## src/rtl/pulse_conditioner_pkg.sv

```systemverilog
// Shared edge-mode encodings and width helper for the pulse conditioner.
// Optional deglitch filter is enabled by defining PULSE_CONDITIONER_DEGLITCH_EN.
package pulse_conditioner_pkg;

  localparam logic [1:0] EDGE_RISING  = 2'b00;
  localparam logic [1:0] EDGE_FALLING = 2'b01;
  localparam logic [1:0] EDGE_BOTH    = 2'b10;
  localparam logic [1:0] EDGE_OFF     = 2'b11;

  // Minimum width of 1 keeps single-channel / zero-delay builds legal.
  function automatic int clog2(input int value);
    int r;
    r = 0;
    while ((1 << r) < value) r = r + 1;
    return (r < 1) ? 1 : r;
  endfunction

endpackage

```

## src/rtl/pulse_conditioner_lane.sv

```systemverilog
// One channel: synchroniser, optional deglitch (PULSE_CONDITIONER_DEGLITCH_EN),
// edge detect, programmable delay line, delay register and saturating counter.
module pulse_conditioner_lane
  import pulse_conditioner_pkg::*;
#(
  parameter int SYNC_STAGES  = 2,
  parameter int MAX_DELAY    = 15,
  parameter int DELAY_WIDTH  = clog2(MAX_DELAY + 1),
  parameter int COUNT_WIDTH  = 24,
  parameter int INVERT_INPUT = 1
`ifdef PULSE_CONDITIONER_DEGLITCH_EN
  , parameter int DEGLITCH_CYCLES = 3
`endif
) (
  input  logic                   clk,
  input  logic                   rst,
  input  logic                   pulse_in,
  input  logic [1:0]             edge_mode,
  input  logic                   delay_wr,
  input  logic [DELAY_WIDTH-1:0] delay_val,
  input  logic                   count_clear,
  output logic                   pulse_out,
  output logic [COUNT_WIDTH-1:0] pulse_count
);

  logic                   raw;
  logic [SYNC_STAGES-1:0] sync;
  logic                   sync_lvl;
  logic                   lvl;
  logic                   prev;
  logic                   edge_now;
  logic [MAX_DELAY:0]     taps;
  logic [DELAY_WIDTH-1:0] delay;

  assign raw      = (INVERT_INPUT != 0) ? ~pulse_in : pulse_in;
  assign sync_lvl = sync[SYNC_STAGES-1];

  always_ff @(posedge clk) begin
    if (rst) sync <= '0;
    else     sync <= {sync[SYNC_STAGES-2:0], raw};
  end

`ifdef PULSE_CONDITIONER_DEGLITCH_EN
  localparam int DG_W = clog2(DEGLITCH_CYCLES + 1);

  logic [DG_W-1:0] dg_cnt;
  logic            dg_lvl;

  // A new level is accepted on its DEGLITCH_CYCLES-th consecutive sample.
  always_ff @(posedge clk) begin
    if (rst) begin
      dg_cnt <= '0;
      dg_lvl <= 1'b0;
    end else if (sync_lvl == dg_lvl) begin
      dg_cnt <= '0;
    end else if (dg_cnt == DG_W'(DEGLITCH_CYCLES - 1)) begin
      dg_lvl <= sync_lvl;
      dg_cnt <= '0;
    end else begin
      dg_cnt <= dg_cnt + 1'b1;
    end
  end

  assign lvl = dg_lvl;
`else
  assign lvl = sync_lvl;
`endif

  always_comb begin
    edge_now = 1'b0;
    case (edge_mode)
      EDGE_RISING:  edge_now = lvl & ~prev;
      EDGE_FALLING: edge_now = ~lvl & prev;
      EDGE_BOTH:    edge_now = lvl ^ prev;
      default:      edge_now = 1'b0;
    endcase
  end

  // taps[0] is the registered edge pulse; higher taps are the delay history.
  always_ff @(posedge clk) begin
    if (rst) begin
      prev      <= 1'b0;
      taps      <= '0;
      pulse_out <= 1'b0;
    end else begin
      prev      <= lvl;
      taps      <= {taps[MAX_DELAY-1:0], edge_now};
      pulse_out <= taps[delay];
    end
  end

  always_ff @(posedge clk) begin
    if (rst)           delay <= '0;
    else if (delay_wr) delay <= delay_val;
  end

  always_ff @(posedge clk) begin
    if (rst || count_clear)
      pulse_count <= '0;
    else if (pulse_out && (pulse_count != '1))
      pulse_count <= pulse_count + 1'b1;
  end

endmodule

```

## src/rtl/pulse_conditioner.sv

```systemverilog
// Multi-channel pulse front-end: config decode/ack and output flattening around
// NUM_INPUTS lanes. Deglitch filter enabled by PULSE_CONDITIONER_DEGLITCH_EN.
module pulse_conditioner
  import pulse_conditioner_pkg::*;
#(
  parameter int NUM_INPUTS   = 12,
  parameter int SYNC_STAGES  = 2,
  parameter int MAX_DELAY    = 15,
  parameter int DELAY_WIDTH  = clog2(MAX_DELAY + 1),
  parameter int CH_WIDTH     = clog2(NUM_INPUTS),
  parameter int COUNT_WIDTH  = 24,
  parameter int INVERT_INPUT = 1
`ifdef PULSE_CONDITIONER_DEGLITCH_EN
  , parameter int DEGLITCH_CYCLES = 3
`endif
) (
  input  logic                              clk,
  input  logic                              rst,
  input  logic [NUM_INPUTS-1:0]             pulse_in,
  input  logic [1:0]                        edge_mode,
  input  logic                              cfg_wr,
  input  logic [CH_WIDTH-1:0]               cfg_ch,
  input  logic [DELAY_WIDTH-1:0]            cfg_delay,
  output logic                              cfg_ack,
  input  logic                              count_clear,
  output logic [NUM_INPUTS-1:0]             pulse_out,
  output logic [NUM_INPUTS*COUNT_WIDTH-1:0] pulse_count
);

  logic                   ch_ok;
  logic [DELAY_WIDTH-1:0] delay_sat;

  assign ch_ok     = (32'(cfg_ch) < NUM_INPUTS);
  assign delay_sat = (32'(cfg_delay) > MAX_DELAY) ? DELAY_WIDTH'(MAX_DELAY) : cfg_delay;

  // Out-of-range channels are still acknowledged so the host never stalls.
  always_ff @(posedge clk) begin
    if (rst) cfg_ack <= 1'b0;
    else     cfg_ack <= cfg_wr;
  end

  for (genvar i = 0; i < NUM_INPUTS; i++) begin : g_lane
    logic                   lane_wr;
    logic [COUNT_WIDTH-1:0] lane_count;

    assign lane_wr = cfg_wr & ch_ok & (32'(cfg_ch) == i);

    pulse_conditioner_lane #(
      .SYNC_STAGES     (SYNC_STAGES),
      .MAX_DELAY       (MAX_DELAY),
      .DELAY_WIDTH     (DELAY_WIDTH),
      .COUNT_WIDTH     (COUNT_WIDTH),
      .INVERT_INPUT    (INVERT_INPUT)
`ifdef PULSE_CONDITIONER_DEGLITCH_EN
      , .DEGLITCH_CYCLES (DEGLITCH_CYCLES)
`endif
    ) u_lane (
      .clk         (clk),
      .rst         (rst),
      .pulse_in    (pulse_in[i]),
      .edge_mode   (edge_mode),
      .delay_wr    (lane_wr),
      .delay_val   (delay_sat),
      .count_clear (count_clear),
      .pulse_out   (pulse_out[i]),
      .pulse_count (lane_count)
    );

    assign pulse_count[i*COUNT_WIDTH +: COUNT_WIDTH] = lane_count;
  end

endmodule

```

## config.mk

```make
export PLATFORM = sky130hd
export DESIGN_NAME = pulse_conditioner
export DESIGN_NICKNAME = d
export VERILOG_FILES = /design/src/rtl/pulse_conditioner_pkg.sv /design/src/rtl/pulse_conditioner_lane.sv /design/src/rtl/pulse_conditioner.sv
export SDC_FILE = /design/constraint.sdc
export NUM_CORES = 1
export LEC_CHECK = 0
export ABC_AREA = 1
export BUFFER_PORTS_ARGS = -buffer_cell sky130_fd_sc_hd__buf_2
export CORE_UTILIZATION = 35
export DETAILED_ROUTE_END_ITERATION = 8
export PLACE_DENSITY_LB_ADDON = 0.08
export SYNTH_ARGS = -nofsm -noshare
export SYNTH_HDL_FRONTEND = slang
export SYNTH_HIERARCHICAL = 1
export SYNTH_SLANG_ARGS = --single-unit
export TNS_END_PERCENT = 10
```

## constraint.sdc

```tcl
create_clock -name clk -period 1.9 [get_ports clk]
set_input_delay 0.285 -clock clk [delete_from_list [all_inputs] [get_ports clk]]
set_output_delay 0.285 -clock clk [all_outputs]
set_load 0.05 [all_outputs]
```

# == Word level (Yosys, flattened, before mapping) ==
# Index checks and enable logic that the tools add are counted.
# word_totals
wordCells,259
regBits,577
input_bits,26
out_inout_bits,301
# op_classes
magnitude_cmp,13
reduce_logical,15
addsub,12
bitwise_logic,85
n_mux,36
n_eq_ne,25
# op_table
op,count
"24-bit by 1-bit adder with 24-bit output, second input constant",12
"24-bit inequality test, second input constant",12
"4-bit by 5-bit < comparator with 1-bit output, second input constant",12
1-bit binary-select mux with 4-bit select,12
1-bit AND,37
1-bit NOT,36
1-bit case mux with 3 select lines,12
"4-bit by 3-bit == test with 1-bit output, second input constant",4
"4-bit == test, second input constant",4
1-bit logical AND,12
1-bit 2-to-1 mux,12
1-bit XOR,12
"4-bit by 2-bit == test with 1-bit output, second input constant",2
"4-bit by 1-bit == test with 1-bit output, second input constant",1
4-bit logical NOT,1
"4-bit < comparator, second input constant",1
"2-bit by 1-bit == test with 1-bit output, second input constant",1
"2-bit == test, second input constant",1
2-bit logical NOT,1
1-bit logical OR,1

# == Longest topological paths before layout ==
# depth
word_depth,3
ltp_mapped,11
depth_no_buf,10

# == Modules after synthesis ==
# Netlist, hierarchy kept.
# by_module_without_submodules
module,seq_area_each_um2,cells_each,area_each_um2,n_inst
pulse_conditioner_lane,960.9,353,2359.8,12
pulse_conditioner,20.0,27,121.4,1

# == Worst setup path before layout ==
# No wires, ideal clock.
# synth_timing
kind,reg2reg
start,reg g_lane[0].u_lane.pulse_count[0]
end,reg g_lane[0].u_lane.pulse_count[18]
path_buffers,1
slack_ps,-76
stages_incl_launch_ff,10
arrival_ps,1858
setup_time_ps,117
synth_period_minus_slack_ps,1976
required_ps,1783
cell_sequence,dfxtp_1 -> ha_1 -> nand2_1 -> nor2_2 -> nand3_1 -> nor2_2 -> nand2_4 -> buf_6 -> a21oi_1 -> nor2_1
# synth_between
elab_chain_cells,2
elab_cells_between_ends,3
cone_classes,1 x add/sub; 1 x eq/ne; 1 x reduce/logical
# synth_lines
item,line,rtl
from (decl),pulse_conditioner_lane.sv:23,output logic [COUNT_WIDTH-1:0] pulse_count
from (signal assigned),pulse_conditioner_lane.sv:101,pulse_count <= pulse_count + 1'b1;
"parallel branches: the longest is 2 deep, another holds 24-bit by 1-bit adder with 24-bit output",n/a,
# Parallel ways; which one is timed is not known.
# A chain may end at the register's enable or synchronous reset.

# == Final worst setup path ==
# layout_timing
start,reg g_lane[1].u_lane.pulse_out
end,out pulse_out[1]
# layout_rtl
item,line,rtl
from (decl),pulse_conditioner_lane.sv:22,"output logic pulse_out,"
from (signal assigned),pulse_conditioner_lane.sv:88,pulse_out <= taps[delay];
to (decl),pulse_conditioner.sv:26,"output logic [NUM_INPUTS-1:0] pulse_out,"
# No word-level cell between the ends.

==> summary.txt <==
Die
  – Core footprint: 80420 um2
  – Full die area: 82400 um2
  – Die Ht: 287.1 um
  – Initial core utilization: 35.36%
  – Core Rows: 104
  – Die Wd: 287.1 um
  – Top Ports: 327

GRT
  – Largest net degree at the start of global routing: 55
  – Vias in the first global route: 25.23k
  – First-pass GRT wire length: 129.6 mm
  – Total GRT Usage: 18.91%
  – Initial antenna violation count: 10
  – Grt ovf: 0

Placed design
  – DP HPWL: 57.34 mm
  – IO Port Bufs: 326
  – Gp weighted congestion: 0.8655
  – Worst slack at placement: 28.39 ps

Synth
  – Register area share after synthesis: 40.62%
  – Cell taking the most area after synthesis: dfxtp_1
  – Syn Inst Count: 4263
  – Synth Cell Area: 28440 um2
  – Syn_area_per_cell: 6.671 um2
  – Commonest cells in the netlist: nand2_1 (892), nor2_1 (878), dfxtp_1 (577)
  – Synth top area cells: dfxtp_1 (41%), nand2_1 (12%), nor2_1 (12%)
  – #FFs+latches synth: 577
  – Syn Nets: 4325
  – Post-synth EDFFs: 0
  – YS warnings: 6
  – Post-synth ARST share: 0%
  – Share of the synthesized area in the top cell type: 40.62%
  – Distinct cells, synth: 27
  – Most frequent cell after synthesis: nand2_1
  – Top FF cell, synth: dfxtp_1

Layout
  – Final #Nets: 4855
  – Share of post-route cells with drive strength above 1: 17.77%
  – Synth-to-Final Area Change: 23.81%

Critical path
  – Slowest stage delay, CP: 360 ps
  – Highest-delay cell along the critical path: dfxtp_1
  – Largest fanout on the critical path: 13
  – Startpoint Class: flop
  – CP Class: reg2out
  – CP endpoint kind: primary output
  – Required @ worst endpoint: 1620 ps
  – Critical Path AT: 1480 ps
  – CP Cell Sequence: buf_4, buf_2

Drt
  – Routed WL: 79.95 mm
  – Post-route DRC: 0
  – Drt via density: 4.664
  – WL per Instance: 13.54 um
  – Drt pass-1 iters: 4
  – DR iter-0 viols: 1286
  – DR vias: 27.55k
  – Final ANT Viol Nets: 0

Pwr
  – Static Leakage: 0.01397 uW
  – Pwr/cell area: 775.4 nW/um2
  – Worst vdd ir: 543.1 uV

Clock tree
  – Worst skew pair latency: 600 ps
  – CTS tree: yes
  – Num CTS Buffers: 74
  – Clk buf depth: 3
  – Clock Pin Slew Worst Setup and Hold Paths: 60 ps
  – Clk sink count: 577
  – Post-CTS setup buffer count: 0
  – Root buffer cell: clkbuf_16
  – H-tree level count: 3

Timing
  – Final Max Slew Viols: 0
  – Final Hold Vio Count: 0
  – Min Clock Period, post-route: 1765 ps
  – Max-slew headroom at the worst pin: 22.56%
  – Worst slew pin tran: 1157 ps
  – Final Skew: 21.50 ps
  – TNS Setup: 0 ps
  – RSZ-0062 raised after global routing: no
  – Max Freq: 0.5664 GHz
  – Final setup fails: 0
  – Slack of the critical path: 134.6 ps
  – Tcrit/Tclk final: 92.92%

Run
  – Max-cap violations: 0

Run status
  – Outcome: completed

Min path
  – Hold Crit Class: in2reg
flip-flops by register name (all words and copies together), names as in the netlist:
signal,flops
g_lane.u_lane/sync,24
g_lane.u_lane/pulse_out,12
cfg_ack,1
g_lane.u_lane/delay,48
g_lane.u_lane/pulse_count,288
g_lane.u_lane/taps,192
g_lane.u_lane/prev,12
kinds of logic (layout without fill, tap and decap cells):
kind of cell | Yosys count | in the layout | synth area share (%)
simple gates | 2493 | 2494 | 38.46
xor+xnor | 24 | 24 | 0.7391
other cells | 0 | 1 | 0
buf+inv | 653 | 1234 | 9.464
fa+ha+maj | 36 | 36 | 1.584
flops | 577 | 577 | 40.62
compound gates | 480 | 480 | 9.134
critical path, delay by kind of cell (launching register included):
| kind | cells | cell delay [ps] |
|---|---|---|
| buffers and inverters | 2 | 520 |
| flip-flops | 1 | 360 |
final timing paths:
kind	startpoint	slack, ps	endpoint	cells after the start
setup / recovery	g_lane[1].u_lane/pulse_out$_SDFF_PP0_	130	pulse_out[1]	2
hold / removal	cfg_delay[3]	130	g_lane[1].u_lane/delay[3]$_SDFFE_PP0P_	3
setup reg to reg	g_lane[10].u_lane/pulse_count[0]$_SDFFE_PP0P_	170	g_lane[10].u_lane/pulse_count[18]$_SDFFE_PP0P_	9
hold reg to reg	g_lane[10].u_lane/sync[0]$_SDFF_PP0_	400	g_lane[10].u_lane/sync[1]$_SDFF_PP0_	2
routing by layer:
metal	wire length (um)	track usage, %
met1	38320	25.22
met2	36710	31.42
met3	3052	3.071
met4	1783	5.133
met5	79	0
through the flow:
step	power, uW	cell area, um2	std cells	hold WS (ps)	util, %
after floorplan	13160	28470	4263	356.2	-
after global placement	13530	32570	5763	389.7	40.50
after detailed placement	13530	32570	5763	395.9	40.50
after CTS	27890	35110	5904	92.66	43.66
after global routing	28450	35210	5905	121.4	43.78
final	27300	35210	5906	129.0	43.78
power by group:
part,total (uW),switching [uW],internal [uW]
clock,14000,5420,8600
combinational,1000,699,306
sequential,12300,72.3,12200
total,27300,6190,21100
what timing repair did:
item	CTS	global route
hold buffers	13	0
resized for setup	0	22
endpoints found under the setup margin	0	60
hold endpoints to repair	13	0
layout make-up:
cell class              count  area, um2
diodes                      1      2.502
inverters                 533       2001
well taps                1060       1326
repair buffers            573       3591
flip-flops and latches    577      11580
clock inverters            28      332.8
clock buffers             100       2081
fillers                  8624      45210
multi-input cells        3034      14290
cells in the final DEF (no fill, tap or decap), drive strengths merged:
master / instances
nand3: 435
nand4: 84
xor2: 24
and2: 12
a31oi: 12
dfxtp: 577
clkinv: 16
buf: 560
dlygate4sd3: 13
clkbuf: 100
a211oi: 36
a21oi: 312
ha: 36
clkinvlp: 1
diode: 1
bufinv: 7
o211ai: 36
inv: 537
nor3: 60
nand3b: 24
o21ai: 84
nor2: 938
nand2: 941
Power figures use the tool's default switching activity.
